===== src/rtl/uart_pkg.sv =====
// Shared UART receiver types: FSM state encoding, parity mode encoding and bit helpers.
package uart_pkg;

  typedef logic [2:0] uart_rx_state_t;

  localparam uart_rx_state_t ST_IDLE   = 3'd0;
  localparam uart_rx_state_t ST_START  = 3'd1;
  localparam uart_rx_state_t ST_DATA   = 3'd2;
  localparam uart_rx_state_t ST_PARITY = 3'd3;
  localparam uart_rx_state_t ST_STOP1  = 3'd4;
  localparam uart_rx_state_t ST_STOP2  = 3'd5;

  typedef enum logic [1:0] {
    PAR_NONE     = 2'b00,
    PAR_EVEN     = 2'b01,
    PAR_ODD      = 2'b10,
    PAR_NONE_ALT = 2'b11
  } parity_mode_t;

  localparam int unsigned MIN_BIT_PERIOD = 7;

  function automatic logic parity_enabled(input parity_mode_t mode);
    return (mode == PAR_EVEN) || (mode == PAR_ODD);
  endfunction

  function automatic logic majority3(input logic [2:0] taps);
    return (taps[0] & taps[1]) | (taps[0] & taps[2]) | (taps[1] & taps[2]);
  endfunction

endpackage


===== src/rtl/uart_rx_fifo.sv =====
// Synchronous FIFO for received words; pointers carry an extra wrap bit for full/empty.
module uart_rx_fifo #(
  parameter int unsigned WIDTH = 11,
  parameter int unsigned DEPTH = 8
) (
  input  logic                         clk,
  input  logic                         rst,
  input  logic                         push,
  input  logic                         pop,
  input  logic [WIDTH-1:0]             wdata,
  output logic [WIDTH-1:0]             rdata,
  output logic                         full,
  output logic                         empty,
  output logic [$clog2(DEPTH+1)-1:0]   level
);

  localparam int unsigned AW = $clog2(DEPTH);
  localparam int unsigned LW = $clog2(DEPTH+1);

  logic [AW:0]      wptr;
  logic [AW:0]      rptr;
  logic [WIDTH-1:0] mem [DEPTH];
  logic             do_push;
  logic             do_pop;

  assign empty   = (wptr == rptr);
  assign full    = (wptr[AW] != rptr[AW]) && (wptr[AW-1:0] == rptr[AW-1:0]);
  assign do_pop  = pop && !empty;
  // A full FIFO still accepts a push when the head leaves in the same cycle.
  assign do_push = push && (!full || do_pop);
  assign rdata   = empty ? '0 : mem[rptr[AW-1:0]];

  always_ff @(posedge clk) begin
    if (do_push) begin
      mem[wptr[AW-1:0]] <= wdata;
    end
  end

  always_ff @(posedge clk) begin
    if (rst) begin
      wptr  <= '0;
      rptr  <= '0;
      level <= '0;
    end else begin
      if (do_push) begin
        wptr <= wptr + (AW+1)'(1);
      end
      if (do_pop) begin
        rptr <= rptr + (AW+1)'(1);
      end
      case ({do_push, do_pop})
        2'b10:   level <= level + LW'(1);
        2'b01:   level <= level - LW'(1);
        default: level <= level;
      endcase
    end
  end

endmodule


===== src/rtl/uart_rx_frame.sv =====
// UART receiver with run-time parity/stop config, majority sampling, break detection and receive buffer.
// Build option: define UART_RX_FIFO_EN for a FIFO_DEPTH-entry FIFO; otherwise a single holding register.
module uart_rx_frame
  import uart_pkg::*;
#(
  parameter int unsigned CLK_FREQ   = 50000000,
  parameter int unsigned BAUD_RATE  = 115200,
  parameter int unsigned DATA_BITS  = 8,
  parameter int unsigned FIFO_DEPTH = 8
) (
  input  logic                              clk,
  input  logic                              rst,
  input  logic                              wr_cfg_i,
  input  logic [15:0]                       bit_period_i,
  input  logic [1:0]                        parity_mode_i,
  input  logic                              stop_bits_i,
  input  logic                              uart_rxd,
  input  logic                              rx_en_i,
  input  logic                              rx_ready_i,
  output logic                              rx_valid_o,
  output logic [DATA_BITS-1:0]              rx_data_o,
  output logic                              rx_parity_err_o,
  output logic                              rx_frame_err_o,
  output logic                              rx_break_o,
  output logic                              rx_overrun_o,
  output logic [$clog2(FIFO_DEPTH+1)-1:0]   rx_level_o
);

  localparam int unsigned WORD_W = DATA_BITS + 3;
  localparam int unsigned LVL_W  = $clog2(FIFO_DEPTH+1);
  localparam int unsigned BIT_W  = $clog2(DATA_BITS);
  localparam logic [15:0] RESET_PERIOD = 16'(CLK_FREQ / BAUD_RATE - 1);

  // Input synchronizer and 3-tap majority filter; idle line level is 1.
  logic       sync1;
  logic       line_sync;
  logic [2:0] taps;
  logic       bit_sample;

  always_ff @(posedge clk) begin
    if (rst) begin
      sync1     <= 1'b1;
      line_sync <= 1'b1;
      taps      <= 3'b111;
    end else begin
      sync1     <= uart_rxd;
      line_sync <= sync1;
      taps      <= {taps[1:0], line_sync};
    end
  end

  assign bit_sample = majority3(taps);

  logic [15:0]  cfg_period;
  parity_mode_t cfg_parity;
  logic         cfg_two_stop;

  // Periods below the minimum are clamped so the half-bit start check stays meaningful.
  always_ff @(posedge clk) begin
    if (rst) begin
      cfg_period   <= RESET_PERIOD;
      cfg_parity   <= PAR_NONE;
      cfg_two_stop <= 1'b0;
    end else if (wr_cfg_i) begin
      cfg_period   <= (bit_period_i < 16'(MIN_BIT_PERIOD)) ? 16'(MIN_BIT_PERIOD) : bit_period_i;
      cfg_parity   <= parity_mode_t'(parity_mode_i);
      cfg_two_stop <= stop_bits_i;
    end
  end

  uart_rx_state_t       state;
  uart_rx_state_t       state_n;
  logic [15:0]          cnt;
  logic [15:0]          cnt_n;
  logic [BIT_W-1:0]     bit_cnt;
  logic [BIT_W-1:0]     bit_cnt_n;
  logic [DATA_BITS-1:0] shreg;
  logic [DATA_BITS-1:0] shreg_n;
  logic                 perr;
  logic                 perr_n;
  logic                 ferr;
  logic                 ferr_n;
  logic                 all_low;
  logic                 all_low_n;
  logic                 armed;
  logic                 armed_n;
  logic                 push;
  logic [WORD_W-1:0]    push_word;
  logic                 exp_parity;

  assign exp_parity = (cfg_parity == PAR_ODD) ? ~(^shreg) : (^shreg);

  always_ff @(posedge clk) begin
    if (rst) begin
      state   <= ST_IDLE;
      cnt     <= '0;
      bit_cnt <= '0;
      shreg   <= '0;
      perr    <= 1'b0;
      ferr    <= 1'b0;
      all_low <= 1'b0;
      armed   <= 1'b0;
    end else begin
      state   <= state_n;
      cnt     <= cnt_n;
      bit_cnt <= bit_cnt_n;
      shreg   <= shreg_n;
      perr    <= perr_n;
      ferr    <= ferr_n;
      all_low <= all_low_n;
      armed   <= armed_n;
    end
  end

  // Frame FSM: every non-IDLE state counts down and acts on the sample taken at zero.
  always_comb begin
    state_n   = state;
    cnt_n     = cnt;
    bit_cnt_n = bit_cnt;
    shreg_n   = shreg;
    perr_n    = perr;
    ferr_n    = ferr;
    all_low_n = all_low;
    armed_n   = armed;
    push      = 1'b0;
    push_word = '0;

    if (wr_cfg_i || !rx_en_i) begin
      state_n = ST_IDLE;
    end else if (state == ST_IDLE) begin
      if (line_sync) begin
        armed_n = 1'b1;
      end else if (armed) begin
        state_n = ST_START;
        cnt_n   = {1'b0, cfg_period[15:1]};
      end
    end else if (cnt != 16'd0) begin
      cnt_n = cnt - 16'd1;
    end else begin
      cnt_n = cfg_period;
      case (state)
        ST_START: begin
          if (bit_sample) begin
            state_n = ST_IDLE;
          end else begin
            state_n   = ST_DATA;
            bit_cnt_n = '0;
            perr_n    = 1'b0;
            ferr_n    = 1'b0;
            all_low_n = 1'b1;
          end
        end
        ST_DATA: begin
          shreg_n   = {bit_sample, shreg[DATA_BITS-1:1]};
          all_low_n = all_low & ~bit_sample;
          if (bit_cnt == BIT_W'(DATA_BITS - 1)) begin
            state_n = parity_enabled(cfg_parity) ? ST_PARITY : ST_STOP1;
          end else begin
            bit_cnt_n = bit_cnt + BIT_W'(1);
          end
        end
        ST_PARITY: begin
          perr_n    = (bit_sample != exp_parity);
          all_low_n = all_low & ~bit_sample;
          state_n   = ST_STOP1;
        end
        ST_STOP1: begin
          ferr_n    = ferr | ~bit_sample;
          all_low_n = all_low & ~bit_sample;
          if (cfg_two_stop) begin
            state_n = ST_STOP2;
          end else begin
            push    = 1'b1;
            state_n = ST_IDLE;
          end
        end
        ST_STOP2: begin
          ferr_n    = ferr | ~bit_sample;
          all_low_n = all_low & ~bit_sample;
          push      = 1'b1;
          state_n   = ST_IDLE;
        end
        default: state_n = ST_IDLE;
      endcase
    end

    // A frame error leaves the line possibly stuck low; wait for a high level before re-arming.
    if (push && ferr_n) begin
      armed_n = 1'b0;
    end
    if (push) begin
      push_word = {all_low_n, ferr_n, perr_n, shreg_n};
    end
  end

  logic              buf_full;
  logic              buf_empty;
  logic              pop;
  logic [WORD_W-1:0] buf_rdata;
  logic [LVL_W-1:0]  buf_level;

  assign pop = rx_ready_i && !buf_empty;

`ifdef UART_RX_FIFO_EN
  uart_rx_fifo #(
    .WIDTH (WORD_W),
    .DEPTH (FIFO_DEPTH)
  ) u_fifo (
    .clk   (clk),
    .rst   (rst),
    .push  (push),
    .pop   (pop),
    .wdata (push_word),
    .rdata (buf_rdata),
    .full  (buf_full),
    .empty (buf_empty),
    .level (buf_level)
  );
`else
  logic              hold_valid;
  logic [WORD_W-1:0] hold_word;

  // Single holding register; a push over an occupied register needs a same-cycle pop.
  always_ff @(posedge clk) begin
    if (rst) begin
      hold_valid <= 1'b0;
      hold_word  <= '0;
    end else if (push && (!hold_valid || pop)) begin
      hold_valid <= 1'b1;
      hold_word  <= push_word;
    end else if (pop) begin
      hold_valid <= 1'b0;
    end
  end

  assign buf_full  = hold_valid;
  assign buf_empty = !hold_valid;
  assign buf_rdata = hold_valid ? hold_word : '0;
  assign buf_level = LVL_W'(hold_valid);
`endif

  always_ff @(posedge clk) begin
    if (rst) begin
      rx_overrun_o <= 1'b0;
    end else begin
      rx_overrun_o <= push && buf_full && !pop;
    end
  end

  assign rx_valid_o = !buf_empty;
  assign {rx_break_o, rx_frame_err_o, rx_parity_err_o, rx_data_o} = buf_rdata;
  assign rx_level_o = buf_level;

endmodule

===== config.mk =====
export PLATFORM = sky130hd
export DESIGN_NAME = uart_rx_frame
export DESIGN_NICKNAME = d
export VERILOG_FILES = /design/src/rtl/uart_pkg.sv /design/src/rtl/uart_rx_fifo.sv /design/src/rtl/uart_rx_frame.sv
export SDC_FILE = /design/constraint.sdc
export NUM_CORES = 1
export LEC_CHECK = 0
export BUFFER_PORTS_ARGS = -buffer_cell sky130_fd_sc_hd__clkbuf_2
export CAP_MARGIN = 30
export CORE_ASPECT_RATIO = 1.5
export CORE_MARGIN = 2
export CORE_UTILIZATION = 55
export CTS_BUF_LIST = sky130_fd_sc_hd__clkbuf_2 sky130_fd_sc_hd__clkbuf_4 sky130_fd_sc_hd__clkbuf_8
export DETAILED_ROUTE_END_ITERATION = 10
export PLACE_DENSITY = 0.81
export SLEW_MARGIN = 20
export SYNTH_ARGS = -nofsm -noshare
export SYNTH_HDL_FRONTEND = slang
export SYNTH_HIERARCHICAL = 1
export SYNTH_SLANG_ARGS = --single-unit

===== constraint.sdc =====
create_clock -name clk -period 2.6 [get_ports clk]
set_input_delay 0.52 -clock clk [delete_from_list [all_inputs] [get_ports clk]]
set_output_delay 0.52 -clock clk [all_outputs]
set_load 0.03 [all_outputs]

==> results of run 1 <==
## cell usage in the layout, fill, tap and decap left out, types with 11 or more instances in the layout
cell      count
buf_4        11
dfxtp_1      71
a21oi_1      32
and2_1       13
nand2b_1     11
nand2_1      23
o21ai_0      19
mux2i_1      20
a211oi_1     20
nor3_1       13
nand3_1      11
nor2_1       52
clkbuf_2     38
## timing repair
action | CTS | global route
gates resized for setup | 0 | 1
endpoints found under the setup margin | 0 | 5
hold endpoints to repair | 0 | 0
## worst max-delay path: cells and delay by family (launching register included)
family	cells	cell delay, ns
fa+ha+maj	1	0.18
simple gates	3	1.01
compound gates	2	0.53
buf+inv	1	0.11
flops	1	0.34
## layer usage
| metal | share of wire, % | global-route usage [%] | vias up |
|---|---|---|---|
| met5 | 0 | 0 | - |
| met4 | 4.6 | 16.2 | 0 |
| met3 | 4.1 | 4.73 | 27 |
| met2 | 52 | 41.3 | 119 |
| met1 | 40 | 28.4 | 1592 |
| li1 | - | - | 1633 |
## cell families (layout without fill, tap and decap cells)
| logic type | count (synthesis) | count (layout) |
|---|---|---|
| AO/OA/AOI/OAI | 108 | 108 |
| multiplexers | 20 | 20 |
| buffers and inverters | 44 | 75 |
| XOR/XNOR | 8 | 8 |
| other | 1 | 3 |
| adder cells (fa/ha/maj) | 7 | 7 |
| flip-flops | 71 | 71 |
| AND/OR/NAND/NOR | 180 | 180 |
## worst min-delay path by stage
| stage | from | endpoint | cells past startpoint |
|---|---|---|---|
| after detailed placement | sync1 | line_sync | 1 |
| final | uart_rxd | sync1 | 2 |
| after CTS | uart_rxd | sync1 | 2 |
| after global routing | uart_rxd | sync1 | 2 |
| after floorplan | sync1 | line_sync | 1 |
| after global placement | sync1 | line_sync | 1 |
## report_power, final
group	internal [mW]	leakage, nW	switching, mW	total, mW
Combinational	0.0809	0.961	0.121	0.202
Sequential	1.11	0.577	0.0238	1.13
Clock	0.387	0.0914	0.454	0.840
## layout make-up
class | instances | area, um2 | share of cell area [%]
Clock inverter | 6 | 52.6 | 1.27
Timing Repair Buffer | 50 | 293 | 7.05
Sequential cell | 71 | 1420 | 34.2
Inverter | 9 | 33.8 | 0.813
Clock buffer | 10 | 138 | 3.31
Multi-Input combinational cell | 326 | 2120 | 51.0
Tap cell | 76 | 95.1 | 2.29
## state kept, by name, summed over array words and instances, names as in the netlist
| name | count |
|---|---|
| bit_cnt | 3 |
| cfg_period | 16 |
| line_sync | 1 |
| armed | 1 |
| state | 3 |
| shreg | 8 |
| taps | 3 |
| hold_word | 11 |
| cfg_parity | 2 |
| cnt | 16 |
| sync1 | 1 |
| rx_valid_o | 1 |
| perr | 1 |
| rx_overrun_o | 1 |
| all_low | 1 |
| cfg_two_stop | 1 |
| ferr | 1 |
## stage by stage
stage               cell area, um2  hold slack, ns  util [%]  cells
floorplan                     3740           0.389         -    441
global placement              3960           0.411      60.7    532
detailed placement            3960           0.421      60.7    532
CTS                           4150           0.345      63.6    548
global route                  4150           0.333      63.6    548
finish                        4150           0.352      63.6    548
==> results.sh, run 1 <==
export IMPL_outcome="complete, no violations"
export IMPL_crit_path_cell_trace="inv_1 > ha_1 > nor3b_2 > nand4_1 > a211o_1 > or3b_1 > a21oi_2"
export IMPL_reg2regPathDepth=7
export IMPL_crit_end="bit_cnt[0]"
export IMPL_grt_pass1_wl_um=14900
export IMPL_critPathSlowestCell="or3b_1"
export IMPL_reg2reg_from="cnt[0]"
export IMPL_synth_top_family_by_area="simple AND/OR/NAND/NOR gates"
export IMPL_fmax_mhz=444
export IMPL_rows=36
export IMPL_total_power_mw=2.18
export IMPL_powerDensity_nw_per_um2=524
export IMPL_async_reset_ff_share_pct=0
export IMPL_clock_sinks=71
export IMPL_gp_congestion=0.957
export IMPL_timing_slew_headroom_pct=56.9
export IMPL_antenna_found_initial=0
export IMPL_drt_first_pass_iters=4
export IMPL_rrSetupSlack_ns=0.35
export IMPL_synth_common_cells="dfxtp_1 (71), nor2_1 (52), a21oi_1 (32)"
export IMPL_holdBufCountCts=0
export IMPL_viasPerCell=6.15
export IMPL_core_um2=6530
export IMPL_overflow=0
export IMPL_num_fill_cells=543
export IMPL_cp_arrival_ns=2.53
export IMPL_cts_path_max_buffers=2
export IMPL_crit_path_end_kind="flop"
export IMPL_synthDistinctLibCells=61
export IMPL_critPathRequiredTime_ns=2.88
export IMPL_final_hold_viol_count=0
export IMPL_slowest_delay_ns=0.41
export IMPL_netlist_area_leader_share_pct=38.1
export IMPL_wl_um=8810
export IMPL_crit_type="reg2reg"
export IMPL_syn_area_um2=3730
export IMPL_start_util_pct=57.2
export IMPL_port_buffers=38
export IMPL_synthCells=439
export IMPL_grt_use_total_pct=24.8
export IMPL_die_area_um2=7480
export IMPL_post_cts_setup_buffer_count=0
export IMPL_yosys_cell_count_top_type="dfxtp_1"
export IMPL_die_h_um=105
export IMPL_ys_top_cells_by_area="dfxtp_1 (38%), mux2i_1 (5.4%), nor2_1 (5.2%)"
export IMPL_yosysWarningCount=6
export IMPL_tns_ns=0
export IMPL_final_antenna_net_count=0
export IMPL_fp_dieW_um=71.3
export IMPL_cts_buffers=9
export IMPL_pre_cts_slack_ns=0.290
export IMPL_synthAdderAreaFrac_pct=2.31
export IMPL_maxSlewViolCount=0
export IMPL_grt_start_max_net_pins=48
export IMPL_htree_levels=3
export IMPL_setup_slack_ns=0.350
export IMPL_postSynthAreaPerCell_um2=8.50
export IMPL_fin_skew_ns=0.0129
export IMPL_synth_compound_area_share_pct=19.1
export IMPL_areaGrowthSynthToFinish_pct=11.2
export IMPL_drv_cap=0
export IMPL_drive_gt1_share_pct=19.5
export IMPL_synth_xor_area_share_pct=2.25
export IMPL_grt_pass1_vias=3214
export IMPL_startpoint_type="flop"
export IMPL_crit_start="cnt[0]"
export IMPL_synth_simple_area_share_pct=27.4
export IMPL_dp_hpwl_um=6340
export IMPL_fin_crit_ns=2.25
export IMPL_r2r_end="bit_cnt[0]"
export IMPL_synth_edf_count=0
export IMPL_worstHoldPathType="in2reg"
export IMPL_drt_iter0_markers=214
export IMPL_setup_viol=0
export IMPL_diodes=0
export IMPL_fin_crit_sh_pct=86.5
export IMPL_p_leak_nw=1.63
export IMPL_fin_nets=498
export IMPL_cts_tree="done"
export IMPL_routedWlPerCell_um=16.1
export IMPL_io_pins=42
export IMPL_crit_fanout=6
export IMPL_drc=0
export IMPL_vias=3371
export IMPL_muxShareOfSynthArea_pct=5.36
export IMPL_synth_ff_type="dfxtp_1"
export IMPL_max_vdd_ir_drop_mv=0.437
export IMPL_yosysSeqAreaShare_pct=38.1
export IMPL_clock_latency_ns=0.35
export IMPL_clk_pin_slew_ns=0.09
export IMPL_clockRootBuffer="clkbuf_8"
export IMPL_rsz0062_at_grt="no"
export IMPL_synth_area_leader_cell="dfxtp_1"
export IMPL_ys_seq_elements=71
export IMPL_worst_slew_pin_slew_ns=0.638
(Power assumes the default switching activity.)
==> inputs of run 2 (changes only) <==
ABC_AREA = 1   (was default)
PLACE_DENSITY = 0.8   (was 0.81)
==> results.sh, run 2 <==
export IMPL_outcome="complete, no violations"
export IMPL_post_route_util_pct=61.8
export IMPL_diodes=0
export IMPL_overflow=0
export IMPL_powerDensity_nw_per_um2=524
export IMPL_grt_pass1_wl_um=16200
export IMPL_crit_path_end_kind="flop"
export IMPL_num_fill_cells=702
export IMPL_rows=38
export IMPL_synthCells=580
export IMPL_cts_buffers=9
export IMPL_vias=3863
export IMPL_drive_gt1_share_pct=17.5
export IMPL_p_leak_nw=2.24
export IMPL_reg_largest_list="cfg_period: 16 flops, cnt: 16 flops, hold_word: 11 flops"
export IMPL_drt_first_pass_iters=5
export IMPL_wl_um=9800
export IMPL_dp_hpwl_um=7380
export IMPL_slowest_delay_ns=0.38
export IMPL_cp_arrival_ns=2.18
export IMPL_path_buf_inv=3
export IMPL_final_antenna_net_count=0
export IMPL_setup_viol=0
export IMPL_yosysWarningCount=6
export IMPL_fin_skew_ns=0.0146
export IMPL_clk_pin_slew_ns=0.08
export IMPL_grt_pass1_vias=3712
export IMPL_synth_simple_area_share_pct=33.8
export IMPL_die_area_um2=7960
export IMPL_final_hold_viol_count=0
export IMPL_regArea_um2=1420
export IMPL_cts_path_max_buffers=2
export IMPL_drc=0
export IMPL_critPathSlowestCell="dfxtp_1"
export IMPL_worst_slew_pin_slew_ns=0.675
export IMPL_areaGrowthSynthToFinish_pct=10.6
export IMPL_grt_start_max_net_pins=28
export IMPL_yosys_cell_count_top_type="nand2_1"
export IMPL_grt_use_total_pct=26.4
export IMPL_cts_tree="done"
export IMPL_crit_fanout=19
export IMPL_rsz0062_at_grt="no"
export IMPL_netlist_area_leader_share_pct=35.6
export IMPL_viasPerCell=5.54
export IMPL_crit_path_cell_trace="nor2_2 > nand2_4 > inv_2 > o21ai_2 > nand2_4 > inv_2 > o21ai_0 > a31o_2 > inv_1"
export IMPL_crit_type="reg2reg"
export IMPL_multi_input_area_um2=2140
export IMPL_muxShareOfSynthArea_pct=0
export IMPL_synthDistinctLibCells=44
export IMPL_synth_area_leader_cell="dfxtp_1"
export IMPL_path_delay_family="simple AND/OR/NAND/NOR gates"
export IMPL_placed_cells_incl_taps=681
export IMPL_total_power_mw=2.31
export IMPL_fp_dieW_um=73.5
export IMPL_htree_levels=3
export IMPL_start_util_pct=55.9
export IMPL_startpoint_type="flop"
export IMPL_synth_top_family_by_area="simple AND/OR/NAND/NOR gates"
export IMPL_fmax_mhz=522
export IMPL_clockRootBuffer="clkbuf_8"
export IMPL_synthAdderAreaFrac_pct=1.88
export IMPL_ys_seq_elements=71
export IMPL_yosysSeqAreaShare_pct=35.6
export IMPL_critPathRequiredTime_ns=2.87
export IMPL_whs_ns=0.353
export IMPL_fin_crit_ns=1.92
export IMPL_cts_resized=0
export IMPL_ys_top_cells_by_area="dfxtp_1 (36%), nand2_1 (11%), nor2_1 (7.6%)"
export IMPL_worstHoldPathType="in2reg"
export IMPL_antenna_found_initial=0
export IMPL_drt_iter0_markers=160
export IMPL_fin_crit_sh_pct=73.7
export IMPL_final_cells=697
export IMPL_synth_common_cells="nand2_1 (112), nor2_1 (81), dfxtp_1 (71)"
export IMPL_synth_ff_type="dfxtp_1"
export IMPL_clock_sinks=71
export IMPL_clock_latency_ns=0.36
export IMPL_final_common_cell="nand2_1"
export IMPL_port_buffers=38
export IMPL_synth_edf_count=0
export IMPL_postSynthAreaPerCell_um2=6.88
export IMPL_max_vdd_ir_drop_mv=0.446
export IMPL_core_um2=7130
export IMPL_synth_xor_area_share_pct=2.64
export IMPL_maxSlewViolCount=0
export IMPL_post_cts_setup_buffer_count=0
export IMPL_timing_slew_headroom_pct=54.9
export IMPL_drv_cap=0
export IMPL_holdBufCountCts=0
export IMPL_routedWlPerCell_um=14.1
export IMPL_final_cell_mix="nand2_1 (112), nor2_1 (81), dfxtp_1 (71)"
export IMPL_async_reset_ff_share_pct=0
export IMPL_gp_congestion=0.898
export IMPL_syn_area_um2=3990
export IMPL_fin_nets=643
export IMPL_tns_ns=0
export IMPL_io_pins=42
export IMPL_synth_compound_area_share_pct=15.2
export IMPL_die_h_um=108
## run 2: through the flow
step | setup slack, ns | area [um2]
after floorplan | 0.965 | 4000
final | 0.684 | 4410
after global placement | 0.595 | 4180
after CTS | 0.711 | 4410
after global routing | 0.486 | 4410
after detailed placement | 0.520 | 4180
## run 2: path summary, 6_finish.rpt
check / from / to / slack [ns] / depth (start not counted)
setup / recovery: state[2] / cnt[5] / 0.68 / 9
hold / removal: uart_rxd / sync1 / 0.35 / 2
setup reg to reg: state[2] / cnt[5] / 0.68 / 9
hold reg to reg: sync1 / line_sync / 0.41 / 1
## run 2: layout make-up
cell class              instances  area share (%)
clock inverters                 7            2.33
flip-flops and latches         71            32.2
well taps                      80            2.27
clock buffers                   9            2.81
inverters                      78            6.64
multi-input cells             411            48.6
repair buffers                 41            5.11
## run 2: worst register-to-register path, delay by kind of cell, from the launching register on
kind / cells / cell delay [ns]
AO/OA/AOI/OAI: 3 / 0.45
buffers and inverters: 3 / 0.47
flip-flops: 1 / 0.38
AND/OR/NAND/NOR: 3 / 0.51
## run 2: cells by family (layout without fill, tap and decap cells)
logic type | after synthesis | count (layout)
flip-flops | 71 | 71
AND/OR/NAND/NOR | 282 | 282
buffers and inverters | 100 | 135
other | 1 | 3
AO/OA/AOI/OAI | 108 | 108
XOR/XNOR | 12 | 12
adder cells (fa/ha/maj) | 6 | 6
## run 2: per-layer routing
metal	wire, um	track usage [%]
met5	0	0
met4	655	18.7
met3	325	4.38
met2	5190	47.8
met1	3630	26.4
## run 2: where the power goes
part | leakage [nW] | switching (mW) | total (mW) | internal, mW
Sequential | 0.578 | 0.0226 | 1.14 | 1.11
Combinational | 1.55 | 0.109 | 0.173 | 0.0638
Clock | 0.111 | 0.453 | 1.00 | 0.551
Total | 2.24 | 0.585 | 2.31 | 1.73
==> inputs of run 3 (changes only) <==
clock period = 1.98 ns   (was 2.6 ns; I/O delays follow)
==> results.sh, run 3 (same netlist as run 2, synthesis figures left out) <==
export IMPL_outcome="complete, no violations"
export IMPL_crit_fanout=7
export IMPL_startpoint_type="flop"
export IMPL_fin_skew_ns=0.0118
export IMPL_setup_viol=0
export IMPL_areaGrowthSynthToFinish_pct=11.2
export IMPL_placed_cells_incl_taps=689
export IMPL_htree_levels=3
export IMPL_final_cell_mix="nand2_1 (112), nor2_1 (79), dfxtp_1 (71)"
export IMPL_diodes=0
export IMPL_wl_um=9800
export IMPL_die_h_um=108
export IMPL_max_vdd_ir_drop_mv=0.548
export IMPL_dp_hpwl_um=7470
export IMPL_drive_gt1_share_pct=19.3
export IMPL_final_antenna_net_count=0
export IMPL_holdBufCountCts=0
export IMPL_timing_slew_headroom_pct=65.7
export IMPL_overflow=0
export IMPL_vias=3849
export IMPL_final_common_cell="nand2_1"
export IMPL_clockRootBuffer="clkbuf_8"
export IMPL_final_cells=708
export IMPL_fmax_mhz=547
export IMPL_clock_latency_ns=0.37
export IMPL_worstHoldPathType="in2reg"
export IMPL_rows=38
export IMPL_tns_ns=0
export IMPL_critPathSlowestCell="dfxtp_1"
export IMPL_drt_iter0_markers=181
export IMPL_core_um2=7130
export IMPL_crit_path_end_kind="flop"
export IMPL_cpMostUsedCell="nand3_1"
export IMPL_fin_crit_ns=1.83
export IMPL_final_hold_viol_count=0
export IMPL_cts_path_max_buffers=2
export IMPL_fin_nets=654
export IMPL_slowest_delay_ns=0.33
export IMPL_cts_buffers=9
export IMPL_grt_pass1_vias=3767
export IMPL_grt_start_max_net_pins=28
export IMPL_grt_pass1_wl_um=17000
export IMPL_routedWlPerCell_um=13.8
export IMPL_rsz0062_at_grt="no"
export IMPL_viasPerCell=5.44
export IMPL_cts_tree="done"
export IMPL_crit_type="reg2reg"
export IMPL_antenna_found_initial=0
export IMPL_start_util_pct=55.9
export IMPL_die_area_um2=7960
export IMPL_path_delay_family="simple AND/OR/NAND/NOR gates"
export IMPL_gp_congestion=0.939
export IMPL_fin_crit_sh_pct=92.4
export IMPL_powerDensity_nw_per_um2=621
export IMPL_drt_first_pass_iters=5
export IMPL_critPathRequiredTime_ns=2.28
export IMPL_drc=0
export IMPL_maxSlewViolCount=0
export IMPL_grt_use_total_pct=27.9
export IMPL_cp_arrival_ns=2.13
export IMPL_io_pins=42
export IMPL_crit_path_cell_trace="inv_1 > ha_1 > nand3_1 > nor2_4 > nand4_4 > nor2_8 > buf_4 > nand3_1 > nand2_1 > nor2_2 > nor2_1"
export IMPL_p_leak_nw=2.27
export IMPL_fp_dieW_um=73.5
export IMPL_path_buf_inv=2
export IMPL_clock_sinks=71
export IMPL_reg_largest_list="cfg_period: 16 flops, cnt: 16 flops, hold_word: 11 flops"
export IMPL_post_route_util_pct=62.2
export IMPL_drv_cap=0
export IMPL_clk_pin_slew_ns=0.07
export IMPL_worst_slew_pin_slew_ns=0.514
export IMPL_port_buffers=38
run 3: changes by cell type in the layout (fill, tap and decap cells not counted), sizes merged:
cell	previous run	this run
clkinv	2	6
buf	3	14
bufinv	2	0
clkbuf	47	48
inv	80	77
run 3: final timing paths:
kind	start	end	slack [ns]	cells after the start
worst min register to register	sync1	line_sync	0.42	1
worst max-delay path	cnt[0]	hold_word[6]	0.15	11
worst max register to register	cnt[0]	hold_word[6]	0.15	11
worst min-delay path	uart_rxd	sync1	0.22	2
run 3: area by class of cell:
class                           instances  area (um2)
Clock inverter                          6        36.3
Clock buffer                           10         138
Multi-Input combinational cell        411        2150
Tap cell                               80         100
Sequential cell                        71        1420
Inverter                               78         295
Timing Repair Buffer                   52         295
Fill cell                             668        2700
run 3: stage by stage:
stage | cell area [um2] | worst slack [ns] | hold slack [ns] | total power [mW]
final | 4440 | 0.151 | 0.221 | 2.75
after global placement | 4230 | 0.175 | 0.397 | 1.74
after global routing | 4440 | 0.00169 | 0.219 | 2.87
after CTS | 4410 | 0.125 | 0.220 | 2.77
after floorplan | 4000 | 0.427 | 0.389 | 1.67
after detailed placement | 4230 | 0.139 | 0.399 | 1.75
run 3: layer usage:
| metal | vias to the layer above | routed length (um) | GRT usage, % | part of all wire, % |
|---|---|---|---|---|
| li1 | 1952 | - | - | - |
| met4 | 0 | 400 | 14.5 | 4.1 |
| met1 | 1760 | 3660 | 28.8 | 37 |
| met3 | 30 | 367 | 5.87 | 3.7 |
| met2 | 107 | 5370 | 51.1 | 55 |
| met5 | - | 0 | 0 | 0 |
run 3: report_power, final:
part | total (mW) | switching [mW] | leakage [nW] | internal [mW]
combinational | 0.228 | 0.144 | 1.60 | 0.0843
clock | 1.04 | 0.555 | 0.0918 | 0.481
sequential | 1.49 | 0.0288 | 0.578 | 1.46
total | 2.75 | 0.727 | 2.27 | 2.03
run 3: repair_timing:
item / in CTS / in global routing
gates resized for setup: 0 / 3
buffers inserted: 0 / 3
endpoints found under the hold margin: 0 / 0
setup endpoints to repair: 0 / 3
run 3: worst register-to-register path: stages (launching register included):
cell and delay (ns):
dfxtp_1 0.33, inv_1 0.11, ha_1 0.19, nand3_1 0.12, nor2_4 0.14, nand4_4 0.17, nor2_8 0.22, buf_4 0.14
nand3_1 0.07, nand2_1 0.13, nor2_2 0.05, nor2_1 0.09
